**src/rtl/fpu_arbiter_if.sv**
```systemverilog
// Client and fpu-side signal bundle for fpu_arbiter.
//   master : the arbiter's view (drives req_ack, resp_*, busy, grant_idx, fpu_* outputs)
//   slave  : the environment's view (clients plus the shared fpu)
// Client i owns slice [i*BITNESS +: BITNESS] of req_data_a/b and [i*4 +: 4] of req_op.
interface fpu_arbiter_if #(
  parameter int BITNESS    = 32,
  parameter int REQUESTERS = 4
);
  localparam int IDX_W = (REQUESTERS > 1) ? $clog2(REQUESTERS) : 1;

  logic [REQUESTERS-1:0]         req_valid;
  logic [REQUESTERS-1:0]         req_ack;
  logic [REQUESTERS*BITNESS-1:0] req_data_a;
  logic [REQUESTERS*BITNESS-1:0] req_data_b;
  logic [REQUESTERS*4-1:0]       req_op;
  logic [REQUESTERS-1:0]         resp_valid;
  logic [REQUESTERS-1:0]         resp_ack;
  logic [BITNESS-1:0]            resp_data;
  logic                          resp_err;
  logic                          busy;
  logic [IDX_W-1:0]              grant_idx;
  logic                          fpu_input_rdy;
  logic                          fpu_input_ack;
  logic [BITNESS-1:0]            fpu_data_a;
  logic [BITNESS-1:0]            fpu_data_b;
  logic [3:0]                    fpu_operation;
  logic                          fpu_output_rdy;
  logic                          fpu_output_ack;
  logic [BITNESS-1:0]            fpu_result;

  modport master (
    input  req_valid, req_data_a, req_data_b, req_op, resp_ack,
           fpu_input_ack, fpu_output_rdy, fpu_result,
    output req_ack, resp_valid, resp_data, resp_err, busy, grant_idx,
           fpu_input_rdy, fpu_data_a, fpu_data_b, fpu_operation, fpu_output_ack
  );

  modport slave (
    output req_valid, req_data_a, req_data_b, req_op, resp_ack,
           fpu_input_ack, fpu_output_rdy, fpu_result,
    input  req_ack, resp_valid, resp_data, resp_err, busy, grant_idx,
           fpu_input_rdy, fpu_data_a, fpu_data_b, fpu_operation, fpu_output_ack
  );
endinterface

```
**src/rtl/fpu_arbiter.sv**
```systemverilog
// Round-robin arbiter sharing one non-pipelined fpu among REQUESTERS clients.
// Ports:
//   clock : rising-edge clock
//   reset : asynchronous active-low reset
//   bus   : fpu_arbiter_if.master (client request/response and fpu handshakes)
// One operation is in flight at a time. A watchdog (TIMEOUT cycles in ISSUE or
// WAIT, 0 disables) forces an error response; a result still owed by the fpu
// after a WAIT timeout is marked stale, drained and discarded before the next
// grant. All outputs are registered.
module fpu_arbiter #(
  parameter int BITNESS    = 32,
  parameter int REQUESTERS = 4,
  parameter int TIMEOUT    = 256
) (
  input logic          clock,
  input logic          reset,
  fpu_arbiter_if.master bus
);
  localparam int IDX_W = (REQUESTERS > 1) ? $clog2(REQUESTERS) : 1;
  localparam int CNT_W = (TIMEOUT > 1) ? $clog2(TIMEOUT + 1) : 1;
  localparam logic [CNT_W-1:0]      WD_LAST = CNT_W'((TIMEOUT > 0) ? TIMEOUT - 1 : 0);
  localparam logic [REQUESTERS-1:0] ONE     = REQUESTERS'(1);

  typedef enum logic [1:0] {S_IDLE, S_ISSUE, S_WAIT, S_DELIVER} state_t;

  state_t                state_q, state_d;
  logic [IDX_W-1:0]      rr_q, rr_d;
  logic                  stale_q, stale_d;
  logic [CNT_W-1:0]      cnt_q, cnt_d;
  logic [REQUESTERS-1:0] req_ack_q, req_ack_d;
  logic [REQUESTERS-1:0] resp_valid_q, resp_valid_d;
  logic [BITNESS-1:0]    resp_data_q, resp_data_d;
  logic                  resp_err_q, resp_err_d;
  logic                  busy_q, busy_d;
  logic [IDX_W-1:0]      grant_q, grant_d;
  logic                  in_rdy_q, in_rdy_d;
  logic                  out_ack_q, out_ack_d;
  logic [BITNESS-1:0]    data_a_q, data_a_d;
  logic [BITNESS-1:0]    data_b_q, data_b_d;
  logic [3:0]            op_q, op_d;

  logic                  found;
  logic [IDX_W-1:0]      win;
  logic [IDX_W:0]        cand;
  logic [BITNESS-1:0]    sel_a, sel_b;
  logic [3:0]            sel_op;
  logic                  wd_hit;

  assign wd_hit = (TIMEOUT != 0) && (cnt_q == WD_LAST);

  // Round-robin search starting at rr_q, then operand mux for the winner.
  always_comb begin
    found  = 1'b0;
    win    = '0;
    cand   = '0;
    sel_a  = '0;
    sel_b  = '0;
    sel_op = '0;
    for (int unsigned i = 0; i < REQUESTERS; i++) begin
      cand = {1'b0, rr_q} + (IDX_W+1)'(i);
      if (cand >= (IDX_W+1)'(REQUESTERS)) cand = cand - (IDX_W+1)'(REQUESTERS);
      if (!found && bus.req_valid[cand[IDX_W-1:0]]) begin
        found = 1'b1;
        win   = cand[IDX_W-1:0];
      end
    end
    for (int unsigned i = 0; i < REQUESTERS; i++) begin
      if (win == IDX_W'(i)) begin
        sel_a  = bus.req_data_a[i*BITNESS +: BITNESS];
        sel_b  = bus.req_data_b[i*BITNESS +: BITNESS];
        sel_op = bus.req_op[i*4 +: 4];
      end
    end
  end

  always_comb begin
    state_d      = state_q;
    rr_d         = rr_q;
    stale_d      = stale_q;
    cnt_d        = cnt_q;
    req_ack_d    = '0;
    resp_valid_d = resp_valid_q;
    resp_data_d  = resp_data_q;
    resp_err_d   = resp_err_q;
    grant_d      = grant_q;
    in_rdy_d     = in_rdy_q;
    out_ack_d    = 1'b0;
    data_a_d     = data_a_q;
    data_b_d     = data_b_q;
    op_d         = op_q;

    // Stale drain: ack the late result once, clear stale after the ack cycle.
    if (stale_q && state_q != S_WAIT) begin
      if (out_ack_q)               stale_d   = 1'b0;
      else if (bus.fpu_output_rdy) out_ack_d = 1'b1;
    end

    case (state_q)
      S_IDLE: begin
        if (!stale_q && found) begin
          grant_d   = win;
          data_a_d  = sel_a;
          data_b_d  = sel_b;
          op_d      = sel_op;
          req_ack_d = ONE << win;
          in_rdy_d  = 1'b1;
          cnt_d     = '0;
          state_d   = S_ISSUE;
        end
      end
      S_ISSUE: begin
        if (bus.fpu_input_ack) begin
          in_rdy_d = 1'b0;
          cnt_d    = '0;
          state_d  = S_WAIT;
        end else if (wd_hit) begin
          resp_data_d  = '1;
          resp_err_d   = 1'b1;
          in_rdy_d     = 1'b0;
          resp_valid_d = ONE << grant_q;
          state_d      = S_DELIVER;
        end else begin
          cnt_d = cnt_q + 1'b1;
        end
      end
      S_WAIT: begin
        // A result on the timeout edge takes precedence over the watchdog.
        if (bus.fpu_output_rdy) begin
          resp_data_d  = bus.fpu_result;
          resp_err_d   = 1'b0;
          out_ack_d    = 1'b1;
          resp_valid_d = ONE << grant_q;
          state_d      = S_DELIVER;
        end else if (wd_hit) begin
          resp_data_d  = '1;
          resp_err_d   = 1'b1;
          stale_d      = 1'b1;
          resp_valid_d = ONE << grant_q;
          state_d      = S_DELIVER;
        end else begin
          cnt_d = cnt_q + 1'b1;
        end
      end
      S_DELIVER: begin
        if (bus.resp_ack[grant_q]) begin
          resp_valid_d = '0;
          rr_d         = (grant_q == IDX_W'(REQUESTERS - 1)) ? '0 : grant_q + 1'b1;
          state_d      = S_IDLE;
        end
      end
      default: state_d = S_IDLE;
    endcase

    busy_d = (state_d != S_IDLE);
  end

  always_ff @(posedge clock or negedge reset) begin
    if (!reset) begin
      state_q      <= S_IDLE;
      rr_q         <= '0;
      stale_q      <= 1'b0;
      cnt_q        <= '0;
      req_ack_q    <= '0;
      resp_valid_q <= '0;
      resp_data_q  <= '0;
      resp_err_q   <= 1'b0;
      busy_q       <= 1'b0;
      grant_q      <= '0;
      in_rdy_q     <= 1'b0;
      out_ack_q    <= 1'b0;
      data_a_q     <= '0;
      data_b_q     <= '0;
      op_q         <= '0;
    end else begin
      state_q      <= state_d;
      rr_q         <= rr_d;
      stale_q      <= stale_d;
      cnt_q        <= cnt_d;
      req_ack_q    <= req_ack_d;
      resp_valid_q <= resp_valid_d;
      resp_data_q  <= resp_data_d;
      resp_err_q   <= resp_err_d;
      busy_q       <= busy_d;
      grant_q      <= grant_d;
      in_rdy_q     <= in_rdy_d;
      out_ack_q    <= out_ack_d;
      data_a_q     <= data_a_d;
      data_b_q     <= data_b_d;
      op_q         <= op_d;
    end
  end

  assign bus.req_ack        = req_ack_q;
  assign bus.resp_valid     = resp_valid_q;
  assign bus.resp_data      = resp_data_q;
  assign bus.resp_err       = resp_err_q;
  assign bus.busy           = busy_q;
  assign bus.grant_idx      = grant_q;
  assign bus.fpu_input_rdy  = in_rdy_q;
  assign bus.fpu_output_ack = out_ack_q;
  assign bus.fpu_data_a     = data_a_q;
  assign bus.fpu_data_b     = data_b_q;
  assign bus.fpu_operation  = op_q;
endmodule

```
**src/flat_wrapper.sv**
```systemverilog
// flat-port wrapper written by rule: the top's interface ports become plain ports
module fpu_arbiter_flat 
#(
  parameter int BITNESS    = 32,
  parameter int REQUESTERS = 4,
  parameter int TIMEOUT    = 256
)
  (clock, reset, bus_req_valid, bus_req_data_a, bus_req_data_b, bus_req_op, bus_resp_ack, bus_fpu_input_ack, bus_fpu_output_rdy, bus_fpu_result, bus_req_ack, bus_resp_valid, bus_resp_data, bus_resp_err, bus_busy, bus_grant_idx, bus_fpu_input_rdy, bus_fpu_data_a, bus_fpu_data_b, bus_fpu_operation, bus_fpu_output_ack);
  fpu_arbiter_if #(.BITNESS(BITNESS), .REQUESTERS(REQUESTERS)) bus_i ();
  input logic clock;
  input logic reset;
  input wire logic [$bits(bus_i.req_valid)-1:0] bus_req_valid;
  input wire logic [$bits(bus_i.req_data_a)-1:0] bus_req_data_a;
  input wire logic [$bits(bus_i.req_data_b)-1:0] bus_req_data_b;
  input wire logic [$bits(bus_i.req_op)-1:0] bus_req_op;
  input wire logic [$bits(bus_i.resp_ack)-1:0] bus_resp_ack;
  input wire logic [$bits(bus_i.fpu_input_ack)-1:0] bus_fpu_input_ack;
  input wire logic [$bits(bus_i.fpu_output_rdy)-1:0] bus_fpu_output_rdy;
  input wire logic [$bits(bus_i.fpu_result)-1:0] bus_fpu_result;
  output wire logic [$bits(bus_i.req_ack)-1:0] bus_req_ack;
  output wire logic [$bits(bus_i.resp_valid)-1:0] bus_resp_valid;
  output wire logic [$bits(bus_i.resp_data)-1:0] bus_resp_data;
  output wire logic [$bits(bus_i.resp_err)-1:0] bus_resp_err;
  output wire logic [$bits(bus_i.busy)-1:0] bus_busy;
  output wire logic [$bits(bus_i.grant_idx)-1:0] bus_grant_idx;
  output wire logic [$bits(bus_i.fpu_input_rdy)-1:0] bus_fpu_input_rdy;
  output wire logic [$bits(bus_i.fpu_data_a)-1:0] bus_fpu_data_a;
  output wire logic [$bits(bus_i.fpu_data_b)-1:0] bus_fpu_data_b;
  output wire logic [$bits(bus_i.fpu_operation)-1:0] bus_fpu_operation;
  output wire logic [$bits(bus_i.fpu_output_ack)-1:0] bus_fpu_output_ack;
  assign bus_i.req_valid = bus_req_valid;
  assign bus_i.req_data_a = bus_req_data_a;
  assign bus_i.req_data_b = bus_req_data_b;
  assign bus_i.req_op = bus_req_op;
  assign bus_i.resp_ack = bus_resp_ack;
  assign bus_i.fpu_input_ack = bus_fpu_input_ack;
  assign bus_i.fpu_output_rdy = bus_fpu_output_rdy;
  assign bus_i.fpu_result = bus_fpu_result;
  assign bus_req_ack = bus_i.req_ack;
  assign bus_resp_valid = bus_i.resp_valid;
  assign bus_resp_data = bus_i.resp_data;
  assign bus_resp_err = bus_i.resp_err;
  assign bus_busy = bus_i.busy;
  assign bus_grant_idx = bus_i.grant_idx;
  assign bus_fpu_input_rdy = bus_i.fpu_input_rdy;
  assign bus_fpu_data_a = bus_i.fpu_data_a;
  assign bus_fpu_data_b = bus_i.fpu_data_b;
  assign bus_fpu_operation = bus_i.fpu_operation;
  assign bus_fpu_output_ack = bus_i.fpu_output_ack;
  fpu_arbiter #(.BITNESS(BITNESS), .REQUESTERS(REQUESTERS), .TIMEOUT(TIMEOUT)) u_core (.clock(clock), .reset(reset), .bus(bus_i));
endmodule
```
**config.mk**
```make
export PLATFORM = sky130hd
export DESIGN_NAME = fpu_arbiter_flat
export DESIGN_NICKNAME = d
export VERILOG_FILES = /design/src/rtl/fpu_arbiter_if.sv /design/src/rtl/fpu_arbiter.sv /design/src/flat_wrapper.sv
export SDC_FILE = /design/constraint.sdc
export NUM_CORES = 1
export LEC_CHECK = 0
export ABC_AREA = 1
export CORE_AREA = 4 4 167 169
export CTS_BUF_LIST = sky130_fd_sc_hd__clkbuf_8 sky130_fd_sc_hd__clkbuf_16
export DETAILED_ROUTE_END_ITERATION = 7
export DIE_AREA = 0 0 171 173
export PLACE_DENSITY_LB_ADDON = 0.12
export SLEW_MARGIN = 20
export SYNTH_ARGS = -nofsm -noshare
export SYNTH_HDL_FRONTEND = slang
export SYNTH_SLANG_ARGS = --single-unit
```
**constraint.sdc**
```tcl
create_clock -name clock -period 3.92 [get_ports clock]
set_input_delay 1.176 -clock clock [delete_from_list [all_inputs] [get_ports clock]]
set_output_delay 1.176 -clock clock [all_outputs]
set_load 0.02 [all_outputs]
```
==> results.txt, run 1 <==
largest net degree at the start of global routing - 78
vias per inst - 4.72
number of global-route vias before repair - 9112
crit path launch type - input port
initial antenna violation count - 5
Final period util - 77.2%
MaxCap Viol Count - 0
Gate Count Post-Synth - 1154
syn_nets - 1480
Vias - 9007
Core ar. - 26600 um^2
CP max FO - 16
Slowest-stage cell, CP - nor2_4
count of cell types in the netlist - 38
Worst-Skew Late Latency - 0.42 ns
nets - 1879
post-cts sizing count - 0
power density over the cells - 920 nW/um^2
Worst-path clk slew - 0.06 ns
Int Power - 0.00623 W
Syn Area/Cell - 7.04 um^2
drt total wl - 34000 um
clock power share - 13.9%
finished layout cell area - 13300 um^2
Post-synth top flop - dfrtp_1
setup slack after layout - 0.894 ns
Setup TNS Final - 0 ns
DP Area - 12700 um^2
Post-synth EDFFs - 0
critical path class - in2reg
Worst Tran Pin Value - 0.548 ns
Worst VDD drop - 0.000530 V
Arrival @ worst endpoint - 3.38 ns
final hold viol count - 0
htree depth - 4
hold path startpoint - u_core.bus.fpu_data_a[23]
Avg WL per Cell - 17.8 um
root buffer cell - clkbuf_16
Required @ worst endpoint - 4.28 ns
FP Rows - 60
switching share of power - 49.3%
final setup fails - 0
die span in x - 171 um
CTS Hold Buffers Added - 0
antenna viol nets, final - 0
initial core utilization - 30.6%
CP max stage delay - 0.43 ns
Die Ht - 173 um
highest clock rate - 330 MHz
fraction of layout cells with a size suffix above 1 - 7.73%
run status - complete, no violations
slew margin rel. - 63.5%
Reg2Reg Depth - 15
Yosys warning count - 0
total die area - 29600 um^2
Worst R2R Start - u_core.rr_q[0]
switching pwr - 0.00605 W
Post-synth ARST share - 100%
Worst Setup SP - bus_req_valid[3]
most frequent cells in the layout - 428 x clkdlybuf4s50_1, 272 x nand2_1, 217 x nand3_1
IO Count - 430
gpl congestion - 0.873
grt total ovfl - 0
first-pass GRT wire length - 52100 um
Cells on Worst Hold Path - 2
critical-path cell list - clkdlybuf4s50_1 > inv_1 > nand2_1 > nand3_1 > nand2_2 > nor2_4 > nand3_1 > nand3_2 > nand2_4 > nor2_4 > buf_4 > nand3_1 > nand2_1 > inv_1 > nand2_1
CTS sink count - 128
P&R area growth vs syn - 64.2%
CTS tree - built
register share of total power - 18.9%
worst slack, placed - 0.430 ns
leakage - 6.17 nW
DRC - 0
drt first pass iters - 5
Max clock buf depth - 2
initial drt markers - 492
Hold Path Class - reg2reg
Comb power frac - 67.2%
Period minus WS final - 3.03 ns
Yosys reg bits - 128
post-CTS setup buffers - 0
Slew Viols, Final - 0
CP endpoint kind - flop
Inserted Clock Buffers - 17
Buffers on Ports - 429
Seq/Total Area, Yosys - 39.4%
dpl hpwl - 25900 um
RSZ-0062 raised after global routing - no
Total GRT Usage - 22.4%
most common cell after layout, fill and taps aside - clkdlybuf4s50_1
Synth Cell Area - 8130 um^2
clock skew - 0.0103 ns
[cell families after synthesis]
family	after synthesis	share of synthesized area [%]
compound gates	109	7.42
xor+xnor	4	0.431
fa+ha+maj	10	1.54
buf+inv	224	12.2
flops	128	39.4
simple gates	679	39.0
[per-layer routing]
layer / GRT usage [%] / vias to the layer above / part of all wire, %
li1: - / 4533 / -
met1: 26.5 / 4092 / 39
met2: 38.1 / 325 / 50
met3: 6.86 / 53 / 8.3
met4: 8.42 / 4 / 3.0
met5: 0 / - / 0.079
[through the flow]
| step | power [W] | hold WS, ns | utilization, % | instances |
|---|---|---|---|---|
| 2_1_floorplan | 0.00773 | 0.472 | - | 1154 |
| 3_3_place_gp | 0.0106 | 0.463 | 47.8 | 1875 |
| 3_5_place_dp | 0.0107 | 0.464 | 47.8 | 1875 |
| 4_1_cts | 0.0124 | 0.482 | 50.2 | 1907 |
| 5_1_grt | 0.0134 | 0.502 | 50.2 | 1910 |
| 6_report | 0.0123 | 0.479 | 50.2 | 1910 |
[sequential cells by signal, summed over array words and instances, names as in the netlist, 4 cells and up]
| name | flops |
|---|---|
| u_core.cnt_q | 9 |
| u_core.bus.resp_valid | 4 |
| u_core.bus.req_ack | 4 |
| u_core.bus.fpu_data_a | 32 |
| u_core.bus.resp_data | 32 |
| u_core.bus.fpu_data_b | 32 |
| u_core.bus.fpu_operation | 4 |
[cell type report]
class	instances	area, um^2
multi-input cells	802	3950
flip-flops and latches	128	3200
fillers	2670	13200
inverters	150	566
repair buffers	454	4570
diodes	3	7.51
clock buffers	19	453
clock inverters	13	175
well taps	341	427
[power by group through the flow]
stage | logic, W | registers (W) | clock network, W
6_report | 0.00825 | 0.00232 | 0.00171
5_1_grt | 0.00921 | 0.00240 | 0.00182
4_1_cts | 0.00837 | 0.00232 | 0.00175
3_5_place_dp | 0.00835 | 0.00232 | 0
3_3_place_gp | 0.00829 | 0.00231 | 0
2_1_floorplan | 0.00477 | 0.00296 | 0
[synth_stat cells, types with 2 or more instances]
cell	instances	area share (%)
nor2_2	2	0.15
xor2_1	3	0.32
buf_2	23	1.4
nand2_2	4	0.31
dfrtp_1	128	39
o21ai_0	33	2.0
a21oi_1	28	1.7
nand3_1	217	13
nand3b_1	9	0.83
buf_1	5	0.23
nand4_1	34	2.6
inv_2	5	0.23
ha_1	10	1.5
o21ai_1	8	0.49
nor2_1	77	3.6
nor3_1	4	0.25
buf_6	6	0.83
or2_2	40	3.1
nand3_2	4	0.49
or2_0	8	0.62
o22ai_1	34	2.6
clkbuf_1	20	0.92
inv_1	143	6.6
nor2_4	4	0.55
nand2_4	2	0.28
nand2_1	272	13
buf_4	20	1.8
[worst paths after layout]
| path | endpoint | slack, ns |
|---|---|---|
| setup / recovery | u_core.bus.fpu_data_a[8] | 0.89 |
| hold / removal | u_core.bus.fpu_data_a[23] | 0.48 |
| setup reg to reg | u_core.bus.fpu_data_a[8] | 1.47 |
| hold reg to reg | u_core.bus.fpu_data_a[23] | 0.48 |
| max in group asynchronous | u_core.bus.fpu_data_b[30] | 2.39 |
| min in group asynchronous | u_core.bus.resp_valid[3] | 0.71 |
[worst max-delay path: cells and delay by family]
kind | cells | cell delay (ns)
buf+inv | 4 | 0.75
simple gates | 11 | 1.44
Power figures use the tool's default switching activity.
==> run 2, diff against run 1 <==
==> constraint.sdc (replaced) <==
create_clock -name clock -period 3.05 [get_ports clock]
set_input_delay 0.915 -clock clock [delete_from_list [all_inputs] [get_ports clock]]
set_output_delay 0.915 -clock clock [all_outputs]
set_load 0.02 [all_outputs]
==> results.txt, run 2 (synthesized netlist as in run 1, its figures left out) <==
gpl congestion - 0.918
Avg WL per Cell - 17.4 um
nets - 1897
Slowest-stage cell, CP - nor2_4
CTS sink count - 128
dpl hpwl - 26000 um
power density over the cells - 1210 nW/um^2
met3 WL - 2760 um
run status - complete, no violations
Max clock buf depth - 2
most common cell after layout, fill and taps aside - clkdlybuf4s50_1
clock skew - 0.0139 ns
Arrival @ worst endpoint - 3.11 ns
post-CTS setup buffers - 0
first-pass GRT wire length - 51500 um
root buffer cell - clkbuf_16
delay-heaviest family, CP - simple AND/OR/NAND/NOR gates
Required @ worst endpoint - 3.40 ns
crit path launch type - input port
vias per inst - 4.70
CTS Hold Buffers Added - 0
initial drt markers - 492
CP Buf/Inv Count - 3
CTS tree - built
Hold Path Class - in2async
IO Count - 430
finished layout cell area - 13600 um^2
die span in x - 171 um
post-cts sizing count - 0
final hold viol count - 0
number of global-route vias before repair - 9134
Worst VDD drop - 0.000698 V
initial antenna violation count - 4
critical path class - in2reg
DP Area - 12900 um^2
total die area - 29600 um^2
drt first pass iters - 5
Worst-path clk slew - 0.06 ns
max layer used - met4
# fillers - 2684
P&R area growth vs syn - 67.0%
highest clock rate - 363 MHz
Buffers on Ports - 429
leakage - 6.29 nW
Setup TNS Final - 0 ns
Core ar. - 26600 um^2
antenna viol nets, final - 0
initial core utilization - 30.6%
metal2 WL - 16700 um
most frequent cells in the layout - 428 x clkdlybuf4s50_1, 272 x nand2_1, 217 x nand3_1
Worst Tran Pin Value - 0.650 ns
Period minus WS final - 2.76 ns
Vias - 9059
largest net degree at the start of global routing - 54
htree depth - 4
CP max FO - 23
Inserted Clock Buffers - 17
MaxCap Viol Count - 0
CP max stage delay - 0.54 ns
final setup fails - 0
CP endpoint kind - flop
Slew Viols, Final - 0
wl on met1 - 13300 um
Worst-Skew Late Latency - 0.42 ns
RSZ-0062 raised after global routing - no
Total GRT Usage - 22.1%
slew margin rel. - 56.6%
Die Ht - 173 um
DRC - 0
grt total ovfl - 0
critical-path cell list - clkdlybuf4s50_1 > inv_1 > nand2_1 > nand3_1 > nand2_2 > nor2_4 > nand3_1 > nand3_2 > nand2_4 > nor2_4 > nand3_1 > nand2_1 > inv_1 > nand2_1
fraction of layout cells with a size suffix above 1 - 8.78%
Final period util - 90.4%
drt total wl - 33600 um
FP Rows - 60
-- run 2: path summary, 6_finish.rpt --
check                                          startpoint                         to  slack [ns]  cells past startpoint
worst max-delay path                     bus_req_valid[3]  u_core.bus.fpu_data_b[23]        0.29                     14
worst min-delay path                                reset            u_core.cnt_q[5]        0.42                      1
worst max register to register             u_core.rr_q[0]  u_core.bus.fpu_data_b[23]        0.60                     14
worst min register to register  u_core.bus.fpu_data_a[15]  u_core.bus.fpu_data_a[15]        0.48                      2
max in group asynchronous                           reset   u_core.bus.resp_data[25]        1.90                      2
min in group clock              u_core.bus.fpu_data_a[15]  u_core.bus.fpu_data_a[15]        0.48                      2
-- run 2: area by class of cell --
type | count | area [um^2] | share of cell area [%]
repair buffers | 472 | 4810 | 35.4
inverters | 150 | 566 | 4.17
flip-flops and latches | 128 | 3200 | 23.6
multi-input cells | 802 | 3950 | 29.1
clock buffers | 18 | 439 | 3.24
clock inverters | 14 | 178 | 1.31
well taps | 341 | 427 | 3.14
diodes | 4 | 10.0 | 0.0737
-- run 2: stage by stage --
| step | total power (W) | hold WS [ns] | cells | worst slack (ns) | utilization, % |
|---|---|---|---|---|---|
| finish | 0.0164 | 0.419 | 1929 | 0.292 | 51.1 |
| detailed placement | 0.0143 | 0.465 | 1893 | -0.107 | 48.7 |
| global placement | 0.0143 | 0.463 | 1893 | -0.0242 | 48.7 |
| global route | 0.0178 | 0.428 | 1929 | 0.0875 | 51.1 |
| floorplan | 0.00993 | 0.472 | 1154 | 0.692 | - |
| CTS | 0.0166 | 0.426 | 1925 | 0.328 | 51.0 |
-- run 2: metal layers --
layer | up-vias | track usage, %
li1 | 4578 | -
met1 | 4091 | 26.2
met2 | 342 | 37.9
met3 | 48 | 6.79
met4 | 0 | 7.63
met5 | - | 0
-- run 2: power breakdown --
group | leakage [nW] | switching (W) | internal, W
combinational | 4.44 | 0.00656 | 0.00466
sequential | 1.54 | 0.000464 | 0.00251
clock | 0.302 | 0.000839 | 0.00132
==> run 3, diff against run 2 <==
--- a/config.mk
+++ b/config.mk
@@ -6,10 +6,10 @@
 export NUM_CORES = 1
 export LEC_CHECK = 0
 export ABC_AREA = 1
-export CORE_AREA = 4 4 167 169
+export CORE_AREA = 2 2 165 167
 export CTS_BUF_LIST = sky130_fd_sc_hd__clkbuf_8 sky130_fd_sc_hd__clkbuf_16
 export DETAILED_ROUTE_END_ITERATION = 7
-export DIE_AREA = 0 0 171 173
+export DIE_AREA = 0 0 167 169
 export PLACE_DENSITY_LB_ADDON = 0.12
 export SLEW_MARGIN = 20
 export SYNTH_ARGS = -nofsm -noshare
==> results.txt, run 3 (synthesized netlist as in run 1, its figures left out) <==
crit path launch type - input port
Total GRT Usage - 22.9%
Final period util - 85.5%
initial core utilization - 30.7%
slew margin rel. - 72.3%
switching share of power - 47.7%
final setup fails - 0
CP endpoint kind - flop
initial antenna violation count - 3
initial drt markers - 483
r2r setup slk - 0.74 ns
Worst R2R Start - u_core.rr_q[0]
Arrival @ worst endpoint - 2.97 ns
CP max stage delay - 0.41 ns
drt total wl - 33000 um
final core occ - 51.4%
antenna viol nets, final - 0
most frequent cells in the layout - 428 x clkdlybuf4s50_1, 272 x nand2_1, 217 x nand3_1
fraction of layout cells with a size suffix above 1 - 8.94%
die span in x - 167 um
CP Buf/Inv Count - 4
total die area - 28200 um^2
Inserted Clock Buffers - 17
IO Count - 430
Period minus WS final - 2.61 ns
delay-heaviest family, CP - simple AND/OR/NAND/NOR gates
Avg WL per Cell - 17.1 um
first-pass GRT wire length - 50400 um
CP max FO - 31
Worst Tran Pin Value - 0.411 ns
Worst-Skew Late Latency - 0.43 ns
Worst-path clk slew - 0.07 ns
clock skew - 0.0125 ns
Core ar. - 26500 um^2
dpl hpwl - 25300 um
leakage - 6.31 nW
Buffers on Ports - 429
RSZ-0062 raised after global routing - no
root buffer cell - clkbuf_16
CTS Hold Buffers Added - 0
gpl congestion - 0.940
Worst VDD drop - 0.000806 V
switching pwr - 0.00786 W
clock power share - 13.4%
post-CTS setup buffers - 0
FP Rows - 60
drt first pass iters - 5
highest clock rate - 384 MHz
CTS tree - built
Hold Path Class - in2async
MaxCap Viol Count - 0
nets - 1901
Setup TNS Final - 0 ns
Int Power - 0.00863 W
post-cts sizing count - 0
P&R area growth vs syn - 67.7%
Vias - 9067
Slowest-stage cell, CP - clkdlybuf4s50_1
register share of total power - 18.1%
critical-path cell list - clkdlybuf4s50_1 > inv_1 > nand2_1 > nand3_1 > nand2_2 > nor2_4 > nand3_2 > nand3_4 > buf_12 > buf_4 > nand3_1 > nand3_1 > nand2_1 > nand2_1
Die Ht - 169 um
Reg2Reg Depth - 14
number of global-route vias before repair - 9020
Slew Viols, Final - 0
run status - complete, no violations
most common cell after layout, fill and taps aside - clkdlybuf4s50_1
critical path class - in2reg
Comb power frac - 68.4%
CTS sink count - 128
largest net degree at the start of global routing - 65
RR Endpoint - u_core.bus.fpu_data_b[25]
final hold viol count - 0
htree depth - 4
power density over the cells - 1210 nW/um^2
Required @ worst endpoint - 3.41 ns
Max clock buf depth - 2
grt total ovfl - 0
vias per inst - 4.70
DRC - 0
## run 3: cell types whose count changed in the layout (fill, tap and decap cells not counted)
cell | previous run | this run
clkinvlp_4 | 1 | 3
buf_4 | 28 | 31
clkbuf_8 | 1 | 0
inv_1 | 143 | 144
clkinv_2 | 2 | 0
bufinv_16 | 3 | 4
buf_12 | 15 | 16
diode_2 | 4 | 2
inv_6 | 5 | 4
## run 3: how the worst max path moves through the flow
| stage | cells past startpoint | slack (ns) | endpoint | startpoint |
|---|---|---|---|---|
| 2_1_floorplan | 13 | 0.69 | u_core.bus.fpu_data_a[0] | bus_req_valid[3] |
| 3_3_place_gp | 15 | 0.09 | u_core.bus.fpu_data_a[14] | bus_req_valid[3] |
| 3_5_place_dp | 15 | 0.02 | u_core.bus.fpu_data_b[5] | bus_req_valid[3] |
| 4_1_cts | 15 | 0.46 | u_core.bus.fpu_data_b[5] | bus_req_valid[3] |
| 5_1_grt | 15 | 0.20 | u_core.bus.fpu_data_b[5] | bus_req_valid[3] |
| 6_report | 14 | 0.44 | u_core.bus.fpu_data_b[25] | bus_req_valid[3] |
## run 3: final cells by class
class,instances,area [um^2]
Fill cell,2581,12900
Timing Repair Buffer,476,4850
Multi-Input combinational cell,802,3950
Sequential cell,128,3200
Inverter,150,566
Tap cell,341,427
Clock buffer,17,425
Clock inverter,15,208
Antenna cell,2,5.00
## run 3: per-stage QoR
stage	cell area [um^2]	std cells	setup WS, ns	total power [W]	hold slack (ns)
6_report	13600	1931	0.443	0.0165	0.303
5_1_grt	13600	1931	0.199	0.0179	0.304
4_1_cts	13600	1929	0.456	0.0166	0.294
3_5_place_dp	13000	1897	0.0203	0.0143	0.465
3_3_place_gp	13000	1897	0.0899	0.0142	0.464
2_1_floorplan	8130	1154	0.692	0.00993	0.472
## run 3: power by group through the flow
stage,Clock (W),Sequential [W],Combinational (W)
2_1_floorplan,0,0.00380,0.00612
3_3_place_gp,0,0.00299,0.0113
3_5_place_dp,0,0.00299,0.0114
4_1_cts,0.00227,0.00299,0.0114
5_1_grt,0.00233,0.00310,0.0124
6_report,0.00222,0.00299,0.0113
## run 3: routing by layer
layer / up-vias / part of all wire [%] / global-route usage [%]
met1: 4122 / 41 / 27.7
met3: 38 / 7.3 / 6.15
li1: 4575 / - / -
met5: - / 0 / 0
met4: 0 / 2.3 / 8.36
met2: 332 / 50 / 39.0
